[config.mk]
export PLATFORM = sky130hd
export DESIGN_NAME = wash_cycle_ctrl_flat
export DESIGN_NICKNAME = d
export VERILOG_FILES = /design/src/rtl/wash_cycle_ctrl_pkg.sv /design/src/rtl/wash_cycle_ctrl_if.sv /design/src/rtl/wash_cycle_ctrl_timer.sv /design/src/rtl/wash_cycle_ctrl.sv /design/src/flat_wrapper.sv
export SDC_FILE = /design/constraint.sdc
export NUM_CORES = 1
export LEC_CHECK = 0
export ABC_AREA = 1
export ABC_CLOCK_PERIOD_IN_PS = 1800
export BUFFER_PORTS_ARGS = -buffer_cell sky130_fd_sc_hd__buf_2
export CORE_UTILIZATION = 28
export DETAILED_ROUTE_END_ITERATION = 6
export GPL_TIMING_DRIVEN = 0
export PLACE_DENSITY = 0.52
export SYNTH_ARGS = -nofsm -noshare
export SYNTH_HDL_FRONTEND = slang
export SYNTH_SLANG_ARGS = --single-unit
[constraint.sdc]
create_clock -name clk -period 1.8 [get_ports clk]
set_input_delay 0.09 -clock clk [delete_from_list [all_inputs] [get_ports clk]]
set_output_delay 0.09 -clock clk [all_outputs]
set_load 0.02 [all_outputs]
[src/rtl/wash_cycle_ctrl_pkg.sv]
// ---------------------------------------------------------------------------
// wash_pkg
// Shared definitions for the washing-machine cycle controller.
//   - wash_state_t : controller state enum; its 3-bit encoding is what the
//                    controller exposes on state_o.
//   - DEF_*        : default values for the controller parameters.
// ---------------------------------------------------------------------------
package wash_pkg;

    typedef enum logic [2:0] {
        ST_IDLE      = 3'd0,
        ST_FILL      = 3'd1,
        ST_DETERGENT = 3'd2,
        ST_WASH      = 3'd3,
        ST_DRAIN     = 3'd4,
        ST_SPIN      = 3'd5,
        ST_FAULT     = 3'd6
    } wash_state_t;

    localparam int DEF_TIMER_W     = 16;
    localparam int DEF_RINSE_W     = 3;
    localparam int DEF_FAULT_TICKS = 1000;

endpackage

[src/rtl/wash_cycle_ctrl_if.sv]
// ---------------------------------------------------------------------------
// wash_cycle_ctrl_if
// Bundles the sensor inputs, programme settings and actuator outputs of the
// wash cycle controller.
//   master : the appliance side (drives sensors/settings, observes actuators)
//   slave  : the controller (reads sensors/settings, drives actuators)
// Sensors/settings : start, door_close, filled, drained, detergent_added,
//                    pause, abort, wash_time, spin_time, rinse_count
// Actuators/status : door_lock, motor_on, fill_val_on, drain_val_on,
//                    water_wash, done, fault, state_o, rinse_left
// ---------------------------------------------------------------------------
interface wash_cycle_ctrl_if #(
    parameter int TIMER_W = wash_pkg::DEF_TIMER_W,
    parameter int RINSE_W = wash_pkg::DEF_RINSE_W
) ();

    logic               start;
    logic               door_close;
    logic               filled;
    logic               drained;
    logic               detergent_added;
    logic               pause;
    logic               abort;
    logic [TIMER_W-1:0] wash_time;
    logic [TIMER_W-1:0] spin_time;
    logic [RINSE_W-1:0] rinse_count;

    logic               door_lock;
    logic               motor_on;
    logic               fill_val_on;
    logic               drain_val_on;
    logic               water_wash;
    logic               done;
    logic               fault;
    logic [2:0]         state_o;
    logic [RINSE_W-1:0] rinse_left;

    modport master (
        output start, door_close, filled, drained, detergent_added,
               pause, abort, wash_time, spin_time, rinse_count,
        input  door_lock, motor_on, fill_val_on, drain_val_on, water_wash,
               done, fault, state_o, rinse_left
    );

    modport slave (
        input  start, door_close, filled, drained, detergent_added,
               pause, abort, wash_time, spin_time, rinse_count,
        output door_lock, motor_on, fill_val_on, drain_val_on, water_wash,
               done, fault, state_o, rinse_left
    );

endinterface

[src/rtl/wash_cycle_ctrl_timer.sv]
// ---------------------------------------------------------------------------
// wash_timer
// Loadable down-counter used as the WASH/SPIN phase timer.
//   clk, reset  : clock, asynchronous active-high reset
//   i_load      : load i_load_val (wins over everything else)
//   i_load_val  : phase duration to load
//   i_hold      : freeze the count (pause, or not in a timed phase)
//   o_expire    : count == 1, i.e. the last unpaused cycle of the phase
// ---------------------------------------------------------------------------
module wash_timer #(
    parameter int TIMER_W = wash_pkg::DEF_TIMER_W
) (
    input  logic               clk,
    input  logic               reset,
    input  logic               i_load,
    input  logic [TIMER_W-1:0] i_load_val,
    input  logic               i_hold,
    output logic               o_expire
);

    logic [TIMER_W-1:0] r_count;

    // Count down towards 1 and stop there; the controller leaves the phase
    // on the cycle it sees 1, so the counter never needs to go to 0 or wrap.
    always_ff @(posedge clk or posedge reset) begin
        if (reset) begin
            r_count <= '0;
        end else if (i_load) begin
            r_count <= i_load_val;
        end else if (!i_hold && (r_count > TIMER_W'(1))) begin
            r_count <= r_count - TIMER_W'(1);
        end
    end

    assign o_expire = (r_count == TIMER_W'(1));

endmodule

[src/rtl/wash_cycle_ctrl.sv]
// ---------------------------------------------------------------------------
// wash_cycle_ctrl
// Washing-machine programme sequencer: fill, detergent, wash, optional rinse
// passes, drain and spin, with pause, abort and a fill/drain watchdog that
// latches a FAULT state until reset.
//   clk, reset : clock, asynchronous active-high reset
//   bus        : wash_cycle_ctrl_if.slave carrying sensors, programme
//                settings (wash_time, spin_time, rinse_count) and actuator /
//                status outputs (door_lock, motor_on, valves, done, fault,
//                state_o, rinse_left)
// ---------------------------------------------------------------------------
module wash_cycle_ctrl
    import wash_pkg::*;
#(
    parameter int TIMER_W     = DEF_TIMER_W,
    parameter int RINSE_W     = DEF_RINSE_W,
    parameter int FAULT_TICKS = DEF_FAULT_TICKS
) (
    input  logic            clk,
    input  logic            reset,
    wash_cycle_ctrl_if.slave bus
);

    localparam logic [TIMER_W-1:0] WD_LAST = TIMER_W'(FAULT_TICKS - 1);

    wash_state_t        r_state;
    wash_state_t        w_next;
    logic [TIMER_W-1:0] r_wash_dur;
    logic [TIMER_W-1:0] r_spin_dur;
    logic [RINSE_W-1:0] r_rinse_left;
    logic               r_rinse_pass;
    logic               r_abort_flag;
    logic               r_done;
    logic [TIMER_W-1:0] r_watchdog;

    logic               w_load;
    logic [TIMER_W-1:0] w_load_val;
    logic               w_hold;
    logic               w_expire;
    logic               w_set_abort;
    logic               w_done_set;
    logic               w_capture;
    logic               w_rinse_step;
    logic               w_wd_expired;
    logic               w_timed_phase;
    logic               w_watched_phase;

    logic w_door_lock, w_motor_on, w_fill_val_on, w_drain_val_on;
    logic w_water_wash, w_fault;

    assign w_timed_phase   = (r_state == ST_WASH) || (r_state == ST_SPIN);
    assign w_watched_phase = (r_state == ST_FILL) || (r_state == ST_DRAIN);
    assign w_wd_expired    = w_watched_phase && (r_watchdog == WD_LAST);
    assign w_hold          = bus.pause || !w_timed_phase;
    assign w_capture       = (r_state == ST_IDLE) && bus.start && bus.door_close;
    assign w_rinse_step    = (r_state == ST_DRAIN) && (w_next == ST_FILL);

    wash_timer #(
        .TIMER_W (TIMER_W)
    ) u_phase_timer (
        .clk        (clk),
        .reset      (reset),
        .i_load     (w_load),
        .i_load_val (w_load_val),
        .i_hold     (w_hold),
        .o_expire   (w_expire)
    );

    // State register.
    always_ff @(posedge clk or posedge reset) begin
        if (reset) begin
            r_state <= ST_IDLE;
        end else begin
            r_state <= w_next;
        end
    end

    // Next-state logic. Within each state the watchdog is tested first,
    // then abort, then the normal exit; pause only matters through the
    // timer expiry test. In FILL/DRAIN the watchdog only fires when the
    // normal exit sensor is not already high on that cycle. The timer is
    // loaded on the transition into WASH or SPIN so the first cycle of the
    // phase already sees the full duration.
    always_comb begin
        w_next      = r_state;
        w_load      = 1'b0;
        w_load_val  = r_wash_dur;
        w_set_abort = 1'b0;
        w_done_set  = 1'b0;
        case (r_state)
            ST_IDLE: begin
                if (bus.start && bus.door_close) begin
                    w_next = ST_FILL;
                end
            end
            ST_FILL: begin
                if (w_wd_expired && !bus.filled) begin
                    w_next = ST_FAULT;
                end else if (bus.abort) begin
                    w_next      = ST_DRAIN;
                    w_set_abort = 1'b1;
                end else if (bus.filled) begin
                    if (r_rinse_pass || bus.detergent_added) begin
                        w_next = ST_WASH;
                        w_load = 1'b1;
                    end else begin
                        w_next = ST_DETERGENT;
                    end
                end
            end
            ST_DETERGENT: begin
                if (bus.abort) begin
                    w_next      = ST_DRAIN;
                    w_set_abort = 1'b1;
                end else if (bus.detergent_added) begin
                    w_next = ST_WASH;
                    w_load = 1'b1;
                end
            end
            ST_WASH: begin
                if (bus.abort) begin
                    w_next      = ST_DRAIN;
                    w_set_abort = 1'b1;
                end else if (w_expire && !bus.pause) begin
                    w_next = ST_DRAIN;
                end
            end
            ST_DRAIN: begin
                if (w_wd_expired && !bus.drained) begin
                    w_next = ST_FAULT;
                end else begin
                    w_set_abort = bus.abort;
                    if (bus.drained) begin
                        if (r_abort_flag || bus.abort) begin
                            w_next = ST_IDLE;
                        end else if (r_rinse_left != '0) begin
                            w_next = ST_FILL;
                        end else begin
                            w_next     = ST_SPIN;
                            w_load     = 1'b1;
                            w_load_val = r_spin_dur;
                        end
                    end
                end
            end
            ST_SPIN: begin
                if (bus.abort) begin
                    w_next = ST_IDLE;
                end else if (w_expire && !bus.pause) begin
                    w_next     = ST_IDLE;
                    w_done_set = 1'b1;
                end
            end
            ST_FAULT: begin
                w_next = ST_FAULT;
            end
            default: begin
                w_next = ST_IDLE;
            end
        endcase
    end

    // Watchdog: restarts from zero on every state change and only counts
    // while waiting on the level sensors in FILL or DRAIN. It stops at
    // WD_LAST because leaving the state clears it again.
    always_ff @(posedge clk or posedge reset) begin
        if (reset) begin
            r_watchdog <= '0;
        end else if (w_next != r_state) begin
            r_watchdog <= '0;
        end else if (w_watched_phase) begin
            r_watchdog <= r_watchdog + TIMER_W'(1);
        end else begin
            r_watchdog <= '0;
        end
    end

    // Programme settings are captured once at start. A zero duration is
    // stored as 1 so a phase always lasts at least one cycle and the timer
    // never has to count from 0. The rinse counter only steps on a real
    // DRAIN->FILL rinse transition, which requires it to be non-zero.
    always_ff @(posedge clk or posedge reset) begin
        if (reset) begin
            r_wash_dur   <= '0;
            r_spin_dur   <= '0;
            r_rinse_left <= '0;
            r_rinse_pass <= 1'b0;
            r_abort_flag <= 1'b0;
        end else if (w_capture) begin
            r_wash_dur   <= (bus.wash_time == '0) ? TIMER_W'(1) : bus.wash_time;
            r_spin_dur   <= (bus.spin_time == '0) ? TIMER_W'(1) : bus.spin_time;
            r_rinse_left <= bus.rinse_count;
            r_rinse_pass <= 1'b0;
            r_abort_flag <= 1'b0;
        end else begin
            if (w_rinse_step) begin
                r_rinse_left <= r_rinse_left - RINSE_W'(1);
                r_rinse_pass <= 1'b1;
            end
            if (w_set_abort) begin
                r_abort_flag <= 1'b1;
            end
        end
    end

    // Completion pulse, registered so it appears in the first IDLE cycle
    // after a normally finished spin.
    always_ff @(posedge clk or posedge reset) begin
        if (reset) begin
            r_done <= 1'b0;
        end else begin
            r_done <= w_done_set;
        end
    end

    // Moore output decode from the registered state. Pause gates the motor
    // directly, and in FAULT the door stays locked until the tub is empty.
    always_comb begin
        w_door_lock    = 1'b0;
        w_motor_on     = 1'b0;
        w_fill_val_on  = 1'b0;
        w_drain_val_on = 1'b0;
        w_water_wash   = 1'b0;
        w_fault        = 1'b0;
        case (r_state)
            ST_FILL: begin
                w_door_lock   = 1'b1;
                w_fill_val_on = 1'b1;
            end
            ST_DETERGENT: begin
                w_door_lock = 1'b1;
            end
            ST_WASH: begin
                w_door_lock  = 1'b1;
                w_water_wash = 1'b1;
                w_motor_on   = !bus.pause;
            end
            ST_DRAIN: begin
                w_door_lock    = 1'b1;
                w_drain_val_on = 1'b1;
            end
            ST_SPIN: begin
                w_door_lock    = 1'b1;
                w_drain_val_on = 1'b1;
                w_motor_on     = !bus.pause;
            end
            ST_FAULT: begin
                w_drain_val_on = 1'b1;
                w_fault        = 1'b1;
                w_door_lock    = !bus.drained;
            end
            default: begin
                w_door_lock = 1'b0;
            end
        endcase
    end

    assign bus.door_lock    = w_door_lock;
    assign bus.motor_on     = w_motor_on;
    assign bus.fill_val_on  = w_fill_val_on;
    assign bus.drain_val_on = w_drain_val_on;
    assign bus.water_wash   = w_water_wash;
    assign bus.fault        = w_fault;
    assign bus.done         = r_done;
    assign bus.state_o      = r_state;
    assign bus.rinse_left   = r_rinse_left;

endmodule
[src/flat_wrapper.sv]
// flat-port wrapper written by rule: the top's interface ports become plain ports
module wash_cycle_ctrl_flat import wash_pkg::*;
#(
    parameter int TIMER_W     = DEF_TIMER_W,
    parameter int RINSE_W     = DEF_RINSE_W,
    parameter int FAULT_TICKS = DEF_FAULT_TICKS
)
  (clk, reset, bus_start, bus_door_close, bus_filled, bus_drained, bus_detergent_added, bus_pause, bus_abort, bus_wash_time, bus_spin_time, bus_rinse_count, bus_door_lock, bus_motor_on, bus_fill_val_on, bus_drain_val_on, bus_water_wash, bus_done, bus_fault, bus_state_o, bus_rinse_left);
  wash_cycle_ctrl_if #(.TIMER_W(TIMER_W), .RINSE_W(RINSE_W)) bus_i ();
  input  logic clk;
  input  logic reset;
  input wire logic [$bits(bus_i.start)-1:0] bus_start;
  input wire logic [$bits(bus_i.door_close)-1:0] bus_door_close;
  input wire logic [$bits(bus_i.filled)-1:0] bus_filled;
  input wire logic [$bits(bus_i.drained)-1:0] bus_drained;
  input wire logic [$bits(bus_i.detergent_added)-1:0] bus_detergent_added;
  input wire logic [$bits(bus_i.pause)-1:0] bus_pause;
  input wire logic [$bits(bus_i.abort)-1:0] bus_abort;
  input wire logic [$bits(bus_i.wash_time)-1:0] bus_wash_time;
  input wire logic [$bits(bus_i.spin_time)-1:0] bus_spin_time;
  input wire logic [$bits(bus_i.rinse_count)-1:0] bus_rinse_count;
  output wire logic [$bits(bus_i.door_lock)-1:0] bus_door_lock;
  output wire logic [$bits(bus_i.motor_on)-1:0] bus_motor_on;
  output wire logic [$bits(bus_i.fill_val_on)-1:0] bus_fill_val_on;
  output wire logic [$bits(bus_i.drain_val_on)-1:0] bus_drain_val_on;
  output wire logic [$bits(bus_i.water_wash)-1:0] bus_water_wash;
  output wire logic [$bits(bus_i.done)-1:0] bus_done;
  output wire logic [$bits(bus_i.fault)-1:0] bus_fault;
  output wire logic [$bits(bus_i.state_o)-1:0] bus_state_o;
  output wire logic [$bits(bus_i.rinse_left)-1:0] bus_rinse_left;
  assign bus_i.start = bus_start;
  assign bus_i.door_close = bus_door_close;
  assign bus_i.filled = bus_filled;
  assign bus_i.drained = bus_drained;
  assign bus_i.detergent_added = bus_detergent_added;
  assign bus_i.pause = bus_pause;
  assign bus_i.abort = bus_abort;
  assign bus_i.wash_time = bus_wash_time;
  assign bus_i.spin_time = bus_spin_time;
  assign bus_i.rinse_count = bus_rinse_count;
  assign bus_door_lock = bus_i.door_lock;
  assign bus_motor_on = bus_i.motor_on;
  assign bus_fill_val_on = bus_i.fill_val_on;
  assign bus_drain_val_on = bus_i.drain_val_on;
  assign bus_water_wash = bus_i.water_wash;
  assign bus_done = bus_i.done;
  assign bus_fault = bus_i.fault;
  assign bus_state_o = bus_i.state_o;
  assign bus_rinse_left = bus_i.rinse_left;
  wash_cycle_ctrl #(.TIMER_W(TIMER_W), .RINSE_W(RINSE_W), .FAULT_TICKS(FAULT_TICKS)) u_core (.clk(clk), .reset(reset), .bus(bus_i));
endmodule
==> Word level (Yosys, flattened, before mapping) <==
Index checks and enable logic that the tools add are counted.
{ "classes": {"n_addsub": 3, "n_lt_le_gt_ge": 1, "eq_ne": 10, "muxes": 57, "reduce_logical": 30} }
{ "op_table": {"columns": ["op", "count"], "rows": [
  ["2-to-1 mux 16 bit", 11],
  ["2-to-1 mux 3 bit", 16],
  ["zero test 16 bit", 2],
  ["2-to-1 mux 1 bit", 26],
  ["case mux 3 bit (7 select lines)", 1],
  ["adder 16 x 1 -> 16 bit (second input constant)", 1],
  ["== test 16 x 1 -> 1 bit (second input constant)", 1],
  ["== test 16 x 10 -> 1 bit (second input constant)", 1],
  ["greater-than comparator 16 x 1 -> 1 bit (second input constant)", 1],
  ["subtractor 16 x 1 -> 16 bit (second input constant)", 1],
  ["== test 3 bit (second input constant)", 3],
  ["logical AND 1 bit", 9],
  ["== test 3 x 1 -> 1 bit (second input constant)", 2],
  ["== test 3 x 2 -> 1 bit (second input constant)", 2],
  ["case mux 1 bit (3 select lines)", 2],
  ["nonzero test 2 bit", 3],
  ["zero test 1 bit", 5],
  ["logical OR 1 bit", 5],
  ["OR reduction 5 bit", 1],
  ["OR reduction 2 bit", 2],
  ["zero test 3 bit", 1],
  ["!= test 3 bit", 1],
  ["nonzero test 3 bit", 1],
  ["OR reduction 3 bit", 1],
  ["2 further kinds", 2]
]} }
{ "totals": {"regBits": 73, "out_inout_bits": 13} }

==> Logic depth before layout (Yosys ltp) <==
Gate-level depths: netlist (run 1).
{ "logic_depth": {"ltp_word": 10, "ltp_mapped": 15, "mapped_depth_nobuf": 14} }

==> Cells and area by module <==
A second synthesis (run 1) with hierarchy kept.
{ "hier_totals": {"hier_cells": 654, "area_unflattened_um2": 4483.0} }
{ "by_module_without_submodules": {"columns": ["module", "instances", "cells_per_inst", "area_each_um2"], "rows": [
  ["wash_cycle_ctrl", 1, 446, 3163.0],
  ["wash_timer", 1, 208, 1320.0]
]} }

==> Worst setup path after synthesis (run 1) <==
OpenSTA, ideal clock, no wires.
{ "synth_timing": {"path_type": "reg2reg", "from": "register u_core.r_state[1], in the netlist u_core.bus.state_o[1]", "to": "register u_core.u_phase_timer.r_count[5]", "arrival_time_ns": 1.918, "t_required_ns": 1.713, "setup_slack_ns": -0.205, "path_stages_with_launch": 11, "cell_sequence": "dfrtp_1 > buf_6 > nand2_1 > nor2_1 > nor2_2 > nor2_4 > nand3_2 > nand2_1 > buf_6 > inv_2 > a211oi_2"} }
{ "synth_between": {"elab_chain_cells": 7} }
{ "synth_lines": {"columns": ["element", "line", "text"], "rows": [
  ["start, declared", "wash_cycle_ctrl.sv:26", "wash_state_t r_state;"],
  ["start signal, assigned", "wash_cycle_ctrl.sv:74", "r_state <= w_next;"],
  ["== test 3 x 1 -> 1 bit, or another cell as far along", "wash_cycle_ctrl.sv:52, wash_cycle_ctrl.sv:90", null],
  ["logical OR 1 bit, on equally long branches", "wash_cycle_ctrl.sv:52, wash_cycle_ctrl.sv:51", null],
  ["logical AND 1 bit or zero test 1 bit (tied branches)", "wash_cycle_ctrl.sv:53, wash_cycle_ctrl.sv:54", null],
  ["logical AND 1 bit, or another cell as far along", "wash_cycle_ctrl.sv:129", "if (w_wd_expired && !bus.drained) begin"],
  ["2-to-1 mux 1 bit, or another cell as far along", "wash_cycle_ctrl.sv:129", null],
  ["case mux 1 bit (3 select lines), or another cell as far along", "wash_cycle_ctrl.sv:90", "case (r_state)"],
  ["2-to-1 mux 16 bit or nonzero test 2 bit (tied branches)", null, null],
  ["end signal, assigned", "wash_cycle_ctrl_timer.sv:29", "r_count <= i_load_val;"],
  ["end signal, assigned", "wash_cycle_ctrl_timer.sv:31", "r_count <= r_count - TIMER_W'(1);"],
  ["end, declared", "wash_cycle_ctrl_timer.sv:21", "logic [TIMER_W-1:0] r_count;"]
]} }
Parallel ways exist; a longest one is shown, timed or not.
A chain may end at the register's enable or synchronous reset.

==> Worst setup path after layout (run 1) <==
{ "layout_timing": {"from": "register u_core.r_state[1], in the netlist u_core.bus.state_o[1]", "to": "register u_core.r_watchdog[2]"} }
{ "layout_between": {"elab_chain_cells": 8} }
{ "layout_lines": {"columns": ["element", "line", "text"], "rows": [
  ["== test 3 x 1 -> 1 bit or == test 3 bit (tied branches)", "wash_cycle_ctrl.sv:52, wash_cycle_ctrl.sv:90", null],
  ["logical OR 1 bit", "wash_cycle_ctrl.sv:52", "assign w_watched_phase = (r_state == ST_FILL) || (r_state == ST_DRAIN);"],
  ["logical AND 1 bit", "wash_cycle_ctrl.sv:53", "assign w_wd_expired = w_watched_phase && (r_watchdog == WD_LAST);"],
  ["logical AND 1 bit, on equally long branches", "wash_cycle_ctrl.sv:129, wash_cycle_ctrl.sv:97", null],
  ["2-to-1 mux 3 bit, on equally long branches", "wash_cycle_ctrl.sv:129, wash_cycle_ctrl.sv:97", null],
  ["case mux 3 bit (7 select lines) (*)", "wash_cycle_ctrl.sv:90", null],
  ["named net u_core.w_next[0]", "wash_cycle_ctrl.sv:27", "wash_state_t w_next;"],
  ["!= test 3 bit (*)", "wash_cycle_ctrl.sv:169", "end else if (w_next != r_state) begin"],
  ["2-to-1 mux 16 bit (*)", "wash_cycle_ctrl.sv:169", null],
  ["end signal, assigned", "wash_cycle_ctrl.sv:172", "r_watchdog <= r_watchdog + TIMER_W'(1);"],
  ["end, declared", "wash_cycle_ctrl.sv:34", "logic [TIMER_W-1:0] r_watchdog;"]
]} }
The timed path passes the listed nets; every way through them passes the cells marked *.

==> impl_metrics.yaml, run 1 <==
final_layout:
  diodes: 0
  syn_to_final_growth_pct: 48.0
  drive_gt1_share_pct: 34.0
  utilization_pct: 42.8
  stdcell_count: 917
  num-fill-cells: 1456
  fin_nets: 777
worst_setup_path:
  arrival_ns: 2.15
  start_kind: "register"
  reg2reg_from: "u_core.bus.state_o[1]"
  path_class: "register to register"
  end_kind: "register"
  cp.required_ns: 2.07
  ff2ff_setup_slack_ns: -0.08
  r2r_end: "u_core.r_watchdog[2]"
  ff2ff_path_depth: 11
  critical_path.max_fanout: 5
timing:
  period_needed_ns: 1.88
  tightest_slew_ns: 0.820
  finalHoldViolCount: 0
  rsz0062_at_grt: "yes"
  max_freq_mhz: 533
  layout_setup_ws_ns: -0.0767
  final.period_utilization_pct: 104
  hold-worst-slack_ns: 0.0452
  setup_violations: 17
  drv_slew: 0
  slew-limit-headroom_pct: 45.2
  clock_skew_ns: 0.00847
outcome:
  violations: "negative setup slack"
  status: "finished, violations left"
synth:
  ys_ff_latch: 73
  ys_seq_area_share_pct: 43.1
  synth_top_area_share_pct: 43.1
  synthArstFlopShare_pct: 100
  yosysWarningCount: 0
  synth_most_common_cell: "nand2_1"
  synth.lib_cells_used.distinct: 41
  yosys.area.top_type: "dfrtp_1"
  synth_edf_count: 0
  ys.flop_type: "dfrtp_1"
  yosys-top-cells-area: "dfrtp_1 43%, nand2_1 15%, nor2_1 6.2%, o21ai_0 5.2%, inv_1 4.8%"
  yosys-top-cells-count: "168 x nand2_1, 73 x dfrtp_1, 70 x nor2_1"
  synthCells: 576
  syn_area_per_cell_sq_um: 7.36
  synth.net_count: 625
  syn_area_sq_um: 4240
clock_tree:
  clkTransAtPathRegs_ns: 0.06
  cts_tree: "done"
  htreeDepth: 3
  cts_num_sinks: 73
  cts_buffers: 9
  clk_latency_ns: 0.35
  root_buffer: "clkbuf_16"
  clockBufferDepth: 2
global_routing:
  antenna_found_initial: 0
  overflow: 0
  grt_usage_pct: 16.2
  grt_pass1_vias: 4162
  grt_max_degree: 41
  grt_pass1_wl_um: 20100
power:
  p_per_area_nw_per_um2: 1480
  irDropWorstVdd_mv: 0.768
  p_leak_uw: 0.00299
routing:
  drtAntennaViolNets: 0
  drc: 0
  routed_wl_um: 12600
  viasPerCell: 4.73
  drtIter0Drc: 298
  dr.pass1.iters: 5
  vias: 4335
  avgRoutedWirePerCell_um: 13.7
floorplanning:
  core_sq_um: 14600
  die_area_sq_um: 15600
  fp.dieW_um: 125
  rows: 44
  die_h_um: 125
  io_pins: 57
  initial_utilization_pct: 28.9
min_path:
  whs_path_depth: 3
  hp-class: "primary input to register"
  worstHoldStart: "bus_spin_time[0]"
  hold_path_end: "u_core.r_spin_dur[0]"
run:
  drv_cap: 0
placement:
  dp_cells: 817
  portBuffers: 56
  dp_hpwl_um: 8360
  routabilityCongestion: 0.833
[critical path, stage by stage, from the launching register on]
cell	delay, ns
dfrtp_2	0.44
buf_4	0.17
nand2_2	0.10
nor2_4	0.05
nor2_4	0.18
nor2_1	0.08
a21oi_1	0.18
nand3_2	0.12
nand2_2	0.10
nand3_4	0.14
buf_6	0.17
nor2_2	0.08
[placed cells by master, fill, tap and decap left out, types with 5 or more instances in the layout]
cell           instances
a21oi_1                6
o21ai_0               31
inv_1                 44
nor4_1                11
nor2_2                21
dfrtp_1               68
clkbuf_16             10
nor2_1                46
inv_2                 13
nor3_1                 7
nand2_2               14
dlygate4sd3_1         32
nor2_4                19
o211ai_1              11
o21ai_1               14
nand2_1              154
nand3_1               25
nand4_1               10
buf_2                 56
buf_4                 51
dfrtp_2                5
nand2_4                6
[how the worst max path moves through the flow]
stage / start / endpoint / slack, ns / cells past startpoint
5_1_grt: u_core.u_phase_timer.r_count[15] / u_core.r_watchdog[2] / -0.19 / 12
3_5_place_dp: u_core.u_phase_timer.r_count[1] / u_core.r_watchdog[6] / -0.29 / 13
4_1_cts: u_core.r_watchdog[0] / u_core.r_watchdog[2] / -0.06 / 12
2_1_floorplan: u_core.bus.state_o[0] / u_core.u_phase_timer.r_count[5] / -0.005 / 9
6_report: u_core.bus.state_o[1] / u_core.r_watchdog[2] / -0.08 / 11
3_3_place_gp: u_core.u_phase_timer.r_count[1] / u_core.r_watchdog[10] / -0.28 / 13
[flip-flops by register name, indices dropped and copies added, names as in the netlist]
name                          cells
u_core.r_rinse_pass               1
u_core.bus.done                   1
u_core.r_watchdog                16
u_core.r_abort_flag               1
u_core.r_wash_dur                16
u_core.r_spin_dur                16
u_core.bus.state_o                3
u_core.u_phase_timer.r_count     16
u_core.bus.rinse_left             3
[per-layer routing]
layer / GRT usage [%] / part of all wire [%] / routed length (um)
met5: 0 / 0 / 0
met4: 6.31 / 2.0 / 251
met3: 2.91 / 3.7 / 471
met2: 27.4 / 49 / 6120
met1: 20.6 / 46 / 5720
[metrics by stage]
stage	instance area (sq um)	setup slack, ns	TNS, ns	power [uW]
CTS	5890	-0.0627	-0.941	8740
global placement	4770	-0.279	-12.56	5630
finish	6270	-0.0767	-1.07	9260
detailed placement	4790	-0.290	-13.35	5690
floorplan	4260	-0.00476	-0.00476	4870
global route	6270	-0.187	-3.49	9900
[cell families after synthesis]
kind of cell	after synthesis	share of synthesized area, %
compound gates	76	10.4
xor+xnor	8	1.65
fa+ha+maj	5	1.48
buf+inv	80	7.82
flops	73	43.1
mux	1	0.236
simple gates	333	35.3
[where the power goes]
part	total, uW	internal, uW	switching [uW]
sequential	2620	2240	382
combinational	4600	2030	2580
clock	2050	1300	747
total	9260	5560	3700
[what timing repair did]
item,4_1_cts,5_1_grt
gates resized for setup,67,77
endpoints found under the setup margin,68,69
endpoints found under the hold margin,64,0
gates cloned,1,2
buffers inserted,30,21
hold buffers,32,0
pin swaps,18,27
[final cells by class]
type / count / area, sq um / area share, %
Inverter: 63 / 254 / 4.05
Multi-Input combinational cell: 423 / 2400 / 38.3
Clock buffer: 11 / 253 / 4.03
Timing Repair Buffer: 142 / 1080 / 17.2
Buffer: 16 / 141 / 2.25
Tap cell: 184 / 230 / 3.67
Sequential cell: 73 / 1830 / 29.2
Clock inverter: 5 / 85.1 / 1.36
Power figures use the tool's default switching activity.
==> run 2, diff against run 1 <==
REMOVE_ABC_BUFFERS = 1   (was default)
==> impl_metrics.yaml, run 2 (synthesized netlist as in run 1, its figures left out) <==
global_routing:
  grt_pass1_wl_um: 21900
  grt_pass1_vias: 4592
  grt_max_degree: 61
  antenna_found_initial: 0
  grt_usage_pct: 17.6
  overflow: 0
worst_setup_path:
  critical_path.max_fanout: 8
  crit_family: "simple AND/OR/NAND/NOR gates"
  start_kind: "register"
  max_stage_delay_ns: 0.48
  crit_chain: "nor2_4, nand2_4, nor2_4, nor3_2, nand2_1, nor2_4, nand3_2, nand2_2, nand3_4, buf_12, nor2_4"
  ff2ff_setup_slack_ns: -0.1
  r2r_end: "u_core.r_watchdog[14]"
  slowest_stage: "dfrtp_2"
  cp.required_ns: 2.07
  cp_num_buf_inv: 1
  arrival_ns: 2.17
  end_kind: "register"
  reg2reg_from: "u_core.bus.state_o[0]"
  ff2ff_path_depth: 11
  cpMostUsedCell: "nor2_4"
  cp_num_cells: 11
  path_class: "register to register"
final_layout:
  syn_to_final_growth_pct: 51.9
  final_common_cell: "nand2_1"
  final_cell_mix: "151 x nand2_1, 65 x dfrtp_1, 55 x buf_2"
  diodes: 0
  num-fill-cells: 1425
  fin_nets: 776
  utilization_pct: 44.0
  drive_gt1_share_pct: 37.2
floorplanning:
  io_pins: 57
  initial_utilization_pct: 28.9
  die_area_sq_um: 15600
  core_sq_um: 14600
  die_h_um: 125
  fp.dieW_um: 125
  rows: 44
clock_tree:
  htreeDepth: 3
  cts_tree: "done"
  cts_num_sinks: 73
  clk_latency_ns: 0.34
  clkTransAtPathRegs_ns: 0.06
  root_buffer: "clkbuf_16"
  cts_buffers: 9
  clockBufferDepth: 2
outcome:
  status: "finished, violations left"
  violations: "negative setup slack"
power:
  p_leak_uw: 0.00300
  p_per_area_nw_per_um2: 1410
  irDropWorstVdd_mv: 0.615
routing:
  drtAntennaViolNets: 0
  drtIter0Drc: 308
  routed_wl_um: 13700
  drc: 0
  viasPerCell: 4.86
  dr.pass1.iters: 4
  vias: 4453
  avgRoutedWirePerCell_um: 15.0
timing:
  setup_violations: 17
  max_freq_mhz: 527
  period_needed_ns: 1.90
  finalHoldViolCount: 0
  clock_skew_ns: 0.00792
  layout_setup_ws_ns: -0.0976
  rsz0062_at_grt: "yes"
  drv_slew: 0
  tightest_slew_ns: 0.606
  final.period_utilization_pct: 105
  slew-limit-headroom_pct: 59.2
  hold-worst-slack_ns: 0.00149
  setup-tns-final_ns: -1.42
run:
  drv_cap: 0
placement:
  pre_cts_slack_ns: -1.50
  portBuffers: 56
  dp_hpwl_um: 7660
  routabilityCongestion: 0.834
min_path:
  worstHoldStart: "bus_wash_time[3]"
  hp-class: "primary input to register"
  hold_path_end: "u_core.r_wash_dur[3]"
  whs_path_depth: 3
==> run 2: changes by cell type in the layout (fill, tap and decap cells not counted), moves of 4 or more <==
cell | previous run | this run
nor2_4 | 19 | 25
clkbuf_2 | 4 | 0
nand2_8 | 0 | 4
nor2_1 | 46 | 41
nor3_1 | 7 | 3
==> run 2: report_power, final <==
group | internal [uW] | switching (uW)
clock | 981 | 732
sequential | 2240 | 444
combinational | 1940 | 2720
total | 5160 | 3890
==> run 2: worst max path at each step <==
stage | from | to | slack, ns
after floorplan | u_core.bus.state_o[1] | u_core.u_phase_timer.r_count[11] | -0.58
after global routing | u_core.r_watchdog[0] | u_core.r_watchdog[9] | -0.19
after detailed placement | u_core.bus.state_o[1] | u_core.bus.rinse_left[1] | -1.50
after CTS | u_core.r_watchdog[1] | u_core.r_watchdog[9] | -0.02
after global placement | u_core.bus.state_o[1] | u_core.bus.rinse_left[0] | -1.52
final | u_core.bus.state_o[0] | u_core.r_watchdog[14] | -0.1
==> run 2: stage by stage <==
step / instances / power (uW) / instance area [sq um]
2_1_floorplan: 559 / 4690 / 4140
3_3_place_gp: 799 / 5430 / 4650
3_5_place_dp: 800 / 5490 / 4680
4_1_cts: 904 / 8560 / 6050
5_1_grt: 916 / 9670 / 6440
6_report: 916 / 9060 / 6440
==> run 2: layer usage <==
metal	part of all wire, %	vias to the layer above	GRT usage [%]
met4	2.3	0	8.46
met1	43	2162	20.4
li1	-	2174	-
met2	51	99	30.5
met5	0	-	0
met3	3.8	18	4.07
==> run 2: worst min-delay path, cell delays in order <==
cell and delay [ns]:
buf_2 0.10, nand2_1 0.05, o21ai_0 0.06
==> run 2: layout make-up <==
class                           count  area, sq um  share of cell area, %
Multi-Input combinational cell    429         2650                   41.1
Timing Repair Buffer              151         1170                   18.2
Sequential cell                    73         1840                   28.5
Clock buffer                       11          243                   3.77
Tap cell                          184          230                   3.58
Clock inverter                      5         40.0                  0.622
Inverter                           63          267                   4.14
==> run 2: what timing repair did <==
item | in CTS | in global routing
resized for setup | 93 | 76
hold buffers | 30 | 0
hold endpoints to repair | 42 | 0
cloned | 4 | 3
setup buffers | 54 | 12
pin swaps | 32 | 34
setup endpoints to repair | 71 | 38
